## config.mk

```make
export PLATFORM = sky130hd
export DESIGN_NAME = uart_rx_fifo
export DESIGN_NICKNAME = d
export VERILOG_FILES = /design/src/rtl/uart_rx_fifo.sv
export SDC_FILE = /design/constraint.sdc
export NUM_CORES = 1
export LEC_CHECK = 0
export CORE_ASPECT_RATIO = 1.2
export CORE_UTILIZATION = 46
export CTS_BUF_LIST = sky130_fd_sc_hd__clkbuf_16
export CTS_CLUSTER_SIZE = 28
export DETAILED_ROUTE_END_ITERATION = 10
export GPL_TIMING_DRIVEN = 0
export HOLD_SLACK_MARGIN = 0.12
export PLACE_DENSITY_LB_ADDON = 0.05
export SETUP_SLACK_MARGIN = 0.3
export SLEW_MARGIN = 20
export SYNTH_ARGS = -nofsm -noshare
export SYNTH_HDL_FRONTEND = slang
export SYNTH_SLANG_ARGS = --single-unit
```

## constraint.sdc

```tcl
create_clock -name CLK -period 5.2 [get_ports CLK]
set_input_delay 1.04 -clock CLK [delete_from_list [all_inputs] [get_ports CLK]]
set_output_delay 1.04 -clock CLK [all_outputs]
set_load 0.1 [all_outputs]
```

## src/rtl/uart_rx_fifo.sv

```systemverilog
// uart_rx_fifo: receive byte buffer storing {parity_err, byte} with full/empty/afull status,
// occupancy count and sticky overflow; registered read port with one-cycle valid pulse.
module uart_rx_fifo #(
  parameter int AW          = 4,
  parameter int AFULL_LEVEL = 12
) (
  input  logic          CLK,
  input  logic          RESET,
  input  logic          WR_EN,
  input  logic [7:0]    WR_DATA,
  input  logic          WR_PERR,
  input  logic          RD_EN,
  output logic [7:0]    RD_DATA,
  output logic          RD_PERR,
  output logic          RD_VALID,
  input  logic          FLUSH,
  input  logic          OVF_CLR,
  output logic          EMPTY,
  output logic          FULL,
  output logic          AFULL,
  output logic [AW:0]   COUNT,
  output logic          OVERFLOW
);
  localparam int DEPTH = 1 << AW;
  logic [8:0]    r_mem [DEPTH];
  logic [AW-1:0] r_wptr, r_rptr;
  logic [AW:0]   r_count, w_count_nxt;
  logic          r_empty, r_full, r_afull, r_ovf, r_rd_valid, r_rd_perr;
  logic [7:0]    r_rd_data;
  logic          w_rd_ok, w_wr_ok;
  // a write into a full buffer is still accepted when a read frees a slot in the same cycle
  assign w_rd_ok     = RD_EN & ~r_empty;
  assign w_wr_ok     = WR_EN & (~r_full | w_rd_ok);
  assign w_count_nxt = r_count + (AW+1)'(w_wr_ok) - (AW+1)'(w_rd_ok);
  always_ff @(posedge CLK)
    if (w_wr_ok && !FLUSH) r_mem[r_wptr] <= {WR_PERR, WR_DATA};
  always_ff @(posedge CLK or posedge RESET)
    if (RESET) begin
      r_wptr     <= '0;
      r_rptr     <= '0;
      r_count    <= '0;
      r_empty    <= 1'b1;
      r_full     <= 1'b0;
      r_afull    <= 1'b0;
      r_ovf      <= 1'b0;
      r_rd_valid <= 1'b0;
      r_rd_data  <= 8'h00;
      r_rd_perr  <= 1'b0;
    end else if (FLUSH) begin
      r_wptr     <= '0;
      r_rptr     <= '0;
      r_count    <= '0;
      r_empty    <= 1'b1;
      r_full     <= 1'b0;
      r_afull    <= 1'b0;
      r_ovf      <= 1'b0;
      r_rd_valid <= 1'b0;
    end else begin
      r_rd_valid <= w_rd_ok;
      if (w_rd_ok) begin
        {r_rd_perr, r_rd_data} <= r_mem[r_rptr];
        r_rptr                 <= r_rptr + 1'b1;
      end
      if (w_wr_ok) r_wptr <= r_wptr + 1'b1;
      r_count <= w_count_nxt;
      r_empty <= w_count_nxt == '0;
      r_full  <= w_count_nxt == (AW+1)'(DEPTH);
      r_afull <= w_count_nxt >= (AW+1)'(AFULL_LEVEL);
      r_ovf   <= (WR_EN & r_full & ~w_rd_ok) | (r_ovf & ~OVF_CLR);
    end
  assign RD_DATA  = r_rd_data;
  assign RD_PERR  = r_rd_perr;
  assign RD_VALID = r_rd_valid;
  assign EMPTY    = r_empty;
  assign FULL     = r_full;
  assign AFULL    = r_afull;
  assign COUNT    = r_count;
  assign OVERFLOW = r_ovf;
endmodule
```

Yosys cells after proc, flatten, opt, wreduce, memory -nomap -nowiden
Memory sizes are Yosys's and may differ from the RTL's. A register that Yosys moved wholly into a read port is not among the register bits.
Index checks and enable logic that the tools add are counted.
{"block": "word_totals", "mem_bits_rw": 144, "romBits": 0, "register_bits": 18, "latchBits": 0, "mem_count": 1}
{"memory": "r_mem", "words": 16, "word_bits": 9, "rd": 1, "rd_ports_with_merged_regs": 1, "write_ports": 1, "line_no": "25", "rtl": "logic [8:0] r_mem [DEPTH];"}
{"block": "op_classes", "reduce_logical": 6, "n_mux": 12, "shifts": 0, "n_addsub": 4, "bitwise": 12, "multipliers": 0, "div": 0, "n_eq_ne": 1, "order_cmp": 1}
{"operator": "4-bit two-way mux", "count": 4}
{"operator": "4-bit by 1-bit adder with 4-bit output, second input constant", "count": 2}
{"operator": "1-bit two-way mux", "count": 7}
{"operator": "5-bit by 1-bit adder with 5-bit output", "count": 1}
{"operator": "1-bit AND", "count": 5}
{"operator": "5-bit equality test, second input constant", "count": 1}
{"operator": "5-bit by 4-bit >= comparator with 1-bit output, second input constant", "count": 1}
{"operator": "5-bit logical NOT", "count": 1}
{"operator": "5-bit two-way mux", "count": 1}
{"operator": "1-bit inverter", "count": 5}
{"operator": "5-bit by 1-bit subtractor with 5-bit output", "count": 1}
{"operator": "2-bit nonzero test", "count": 2}
{"operator": "1-bit OR", "count": 2}
{"operator": "2-bit AND reduction", "count": 1}
{"operator": "1-bit logical AND", "count": 1}
{"operator": "1-bit logical NOT", "count": 1}

Depth between registers and ports, before layout
{"block": "depth", "depth_word": 8, "depth_mapped": 11, "mapped_depth_nobuf": 11}

Least setup slack after synthesis
No wires, ideal clock.
{"block": "synth_timing", "path_type": "in2reg", "from": "input port RD_EN", "to": "register r_full, in the netlist FULL", "stages": 11, "slack_ps": 2015, "t_arrival_ps": 3080, "setup_ps": 105, "n_path_buf": 0, "cell_sequence": "nand2b_1 -> a21oi_1 -> inv_1 -> ha_1 -> inv_1 -> ha_1 -> fa_1 -> a21o_1 -> a21oi_1 -> xnor2_1 -> nor4b_1"}
{"block": "synth_between", "elab_chain_len": 7}
{"item": "from (decl)", "line_no": "12", "rtl": "input logic RD_EN,"}
{"item": "1-bit AND (*)", "line_no": "32", "rtl": "assign w_rd_ok = RD_EN & ~r_empty;"}
{"item": "1-bit OR", "line_no": "33", "rtl": "assign w_wr_ok = WR_EN & (~r_full | w_rd_ok);"}
{"item": "1-bit AND", "line_no": "33"}
{"item": "5-bit by 1-bit adder with 5-bit output", "line_no": "34", "rtl": "assign w_count_nxt = r_count + (AW+1)'(w_wr_ok) - (AW+1)'(w_rd_ok);"}
{"item": "5-bit by 1-bit subtractor with 5-bit output (*)", "line_no": "34"}
{"item": "5-bit equality test (*)", "line_no": "67", "rtl": "r_full <= w_count_nxt == (AW+1)'(DEPTH);"}
{"item": "1-bit two-way mux (*)", "line_no": "49", "rtl": "end else if (FLUSH) begin"}
{"item": "to (signal assigned)", "line_no": "67"}
{"item": "to (decl)", "line_no": "28", "rtl": "logic r_empty, r_full, r_afull, r_ovf, r_rd_valid, r_rd_perr;"}
Every way passes the cells marked *; elsewhere a longest branch is shown, timed or not.
A chain may end at the register's enable or synchronous reset.

Worst setup path in the final report
Ends and elaborated chain as after synthesis.

==> parameters.txt <==
Parameter                              Value

Synth
  Gate count of the mapped netlist ... 366
  Most used standard cells in the synthesized netlist ... 144 x sky130_fd_sc_hd__edfxtp_1, 26 x sky130_fd_sc_hd__dfrtp_1, 23 x sky130_fd_sc_hd__nor2_1
  Post-Syn Nets ... 392
  Top flip-flop cell by instance count after synthesis ... sky130_fd_sc_hd__edfxtp_1
  Ys Warns ... 0
  Top-area cell type share of the netlist area ... 0.624
  Register bit count reported by yosys ... 171
  Part of the Yosys area used for sequential elements ... 0.721
  Top cells by area in the synthesized netlist ... sky130_fd_sc_hd__edfxtp_1 62%, sky130_fd_sc_hd__dfrtp_1 9.4%, sky130_fd_sc_hd__mux4_1 6.1%
  Mean instance size in the synthesized netlist ... 18.9 um2
  Async set-or-reset flop fraction in the synthesized netlist ... 0.158
  Cell type contributing the most total cell area after synthesis ... sky130_fd_sc_hd__edfxtp_1
  Post-synth design cell area ... 0.00693 mm2
  Yosys cell types ... 42
  Number of enable-type register cells in the synthesized netlist ... 144
  Most repeated cell in the gate-level netlist after synthesis ... sky130_fd_sc_hd__edfxtp_1

Routing
  Via count of the routed design ... 3485
  Total length of routed wires ... 14000 um
  Number of design rule violations left after detail routing ... 0
  Average wire per standard cell ... 22.0 um
  Vias per inst ... 5.50
  Antenna violation net count after detailed routing ... 0
  Iteration-0 DRC count of the detailed router ... 193
  Detailed-routing iteration count for the pre-antenna-repair pass ... 4

Critical path
  Beginning of the worst register-to-register path ... EMPTY
  Capturing point of the worst reg2reg path ... FULL
  Number of cells traversed by the worst register-to-register path ... 11
  Required time of the worst setup path ... 5.51 ns
  Worst setup slack for register-to-register paths ... 2.30 ns
  Critical-path top delay cell ... sky130_fd_sc_hd__clkdlybuf4s50_1
  Critical path fanouts, max ... 7
  WP buf/inv ... 3
  Nature of the critical path startpoint ... input port
  Crit Path Class ... in -> reg
  CP Data Arrival Time ... 3.85 ns
  Crit path cell chain ... clkdlybuf4s50_1 -> nand2b_1 -> a21oi_1 -> inv_1 -> ha_1 -> inv_1 -> ha_1 -> fa_1 -> a21o_1 -> a21oi_1 -> xnor2_1 -> nor4b_1
  Critical path's largest stage delay ... 0.47 ns
  Kind of cell adding the most delay to the critical path ... adder cells
  Type of destination of the critical path ... register

Floorplanning
  Core Area ... 0.0145 mm2
  Initial Utilization ... 0.477
  Horizontal extent of the die ... 114 um
  Die area ... 0.0156 mm2
  Chip Height ... 136 um
  Std cell rows ... 48
  Count of boundary I/O pins ... 34

Final layout
  Number of antenna repair diodes ... 0
  Final layout net count ... 447
  Area delta synth->final ... 17.3%
  Number of standard cells in the final layout excluding fillers ... 634
  Share of post-route cells with drive strength above 1 ... 0.194
  Filler Cell Count ... 1171

Clock tree
  Total clock buffers created by CTS ... 17
  Number of buffers inserted for hold repair after clock tree synthesis ... 0
  CTS tree ... yes
  CTS resizes ... 0
  CTS Root Cell ... sky130_fd_sc_hd__clkbuf_16
  Post-CTS setup buffer count ... 0
  Clock Latency Late Sink ... 0.43 ns
  H-tree level count ... 4
  Clock Tree Buf Depth ... 2
  Clock slew seen by the registers of the worst setup and hold paths ... 0.06 ns
  Clk sink count ... 171

STA
  Tightest Pin Transition ... 1.07 ns
  Slack of the critical path ... 1.66 ns
  Max transition margin ... 0.284
  RSZ-0062 raised after global routing ... no
  Aggregate negative setup slack ... 0 ns
  Endpoints failing hold ... 0
  Number of setup violations in the final report ... 0
  Count of pins over their slew limit ... 0
  Final min period ... 3.54 ns
  Peak clock frequency supported by timing ... 283 MHz
  Period utilisation layout ... 0.680
  Layout Skew ... 0.00939 ns

Placement
  Cells after DPL ... 602
  Placer's final routability congestion estimate ... 0.733
  HPWL after detailed placement ... 9240 um
  Number of input and output port buffers inserted ... 32
  Pre-CTS worst setup slack ... 1.20 ns

Power
  Peak ir drop on the vdd network ... 0.000304 V
  Pwr Density ... 484 mW/mm2
  Reported leakage power ... 2.77 nW
  Total Power ... 3.94 mW

Status
  Outcome ... complete, no violations

GRT
  Largest net degree at the start of global routing ... 28
  Grt ovf ... 0
  Number of antenna violations at the first check in global routing ... 0
  Global-route wire length before repair ... 21300 um
  Overall global routing resource usage ... 0.199
  Number of global-route vias before repair ... 3645

Worst hold path
  Endpoint, Worst Hold ... RD_DATA[7]
  Beginning of the worst hold path ... RD_DATA[7]
  Hold Crit Class ... reg -> reg
  Number of instances on the worst hold path ... 2

Job
  # Max-Cap Violations ... 0
==> worst max-delay path by stage <==
stage	startpoint	end	slack [ns]	depth (start not counted)
floorplan	RD_EN	FULL	2.01	11
global placement	RD_EN	r_mem[0][8]	1.0	5
detailed placement	RD_EN	FULL	1.20	12
CTS	RD_EN	FULL	1.62	12
global route	RD_EN	FULL	1.44	12
finish	RD_EN	FULL	1.66	12
==> layer usage <==
| metal | vias up | routed length [um] | GRT usage |
|---|---|---|---|
| met5 | - | 0 | 0 |
| met2 | 82 | 7140 | 0.333 |
| met3 | 17 | 563 | 0.0490 |
| met1 | 1821 | 6040 | 0.253 |
| met4 | 0 | 210 | 0.0750 |
| li1 | 1565 | - | - |
==> state kept, by name, indices dropped and copies added, names as in the netlist <==
signal and flops:
AFULL 1, r_wptr 4, r_rptr 4, RD_VALID 1, EMPTY 1, r_mem 144
RD_PERR 1, OVERFLOW 1, RD_DATA 8, COUNT 5, FULL 1
==> cell type report <==
cell class	instances	area, um2	area share
flip-flops and latches	171	5000	0.615
repair buffers	36	350	0.0431
multi-input cells	162	1780	0.219
inverters	15	56.3	0.00693
plain buffers	18	133	0.0163
clock inverters	15	134	0.0165
clock buffers	17	425	0.0523
well taps	200	250	0.0308
==> stage by stage <==
step / util / hold WS (ns) / area, um2
2_1_floorplan: - / 0.559 / 6930
3_3_place_gp: 0.516 / 0.478 / 7500
3_5_place_dp: 0.520 / 0.485 / 7560
4_1_cts: 0.559 / 0.499 / 8120
5_1_grt: 0.559 / 0.532 / 8130
6_report: 0.559 / 0.492 / 8130
==> worst reg2reg max path, delay by kind of cell (launching register included) <==
| family | cells | cell delay [ns] |
|---|---|---|
| flops | 1 | 0.37 |
| compound gates | 3 | 0.72 |
| xor+xnor | 1 | 0.15 |
| buf+inv | 2 | 0.12 |
| simple gates | 2 | 0.53 |
| fa+ha+maj | 3 | 0.89 |
==> power breakdown <==
part / switching (mW) / leakage, nW / internal, mW / total [mW]
clock: 0.513 / 0.268 / 0.696 / 1.21
combinational: 0.735 / 0.864 / 0.355 / 1.09
sequential: 0.0617 / 1.64 / 1.58 / 1.64
total: 1.31 / 2.77 / 2.63 / 3.94
==> placed cells by master (no fill, tap or decap), drive strengths merged, types with 2 or more instances in the layout <==
master / synthesis / layout
mux4: 34 / 34
buf: 12 / 16
nor2: 23 / 23
clkinvlp: 0 / 4
xnor2: 7 / 7
ha: 10 / 10
mux2: 6 / 6
clkbuf: 6 / 23
a21oi: 5 / 5
clkinv: 0 / 8
inv: 15 / 16
a211oi: 3 / 3
o22ai: 6 / 6
edfxtp: 144 / 144
nor3: 5 / 5
clkdlybuf4s50: 0 / 32
a31oi: 8 / 8
xor2: 4 / 4
mux2i: 14 / 14
a21o: 2 / 2
nand2b: 4 / 4
dfrtp: 26 / 26
nand2: 12 / 12
nor2b: 3 / 3
a32oi: 2 / 2
bufinv: 0 / 2
==> cell families after synthesis <==
family                     Yosys count  synth area share
adders and majority gates           11            0.0209
buffers and inverters               33            0.0272
muxes                               54             0.149
xor gates and xnor gates            11            0.0139
DFF                                171             0.721
AOI/OAI and AO/OA                   33            0.0325
and+or+nand+nor                     53            0.0350
No activity file was read; power rests on OpenSTA's default activity.
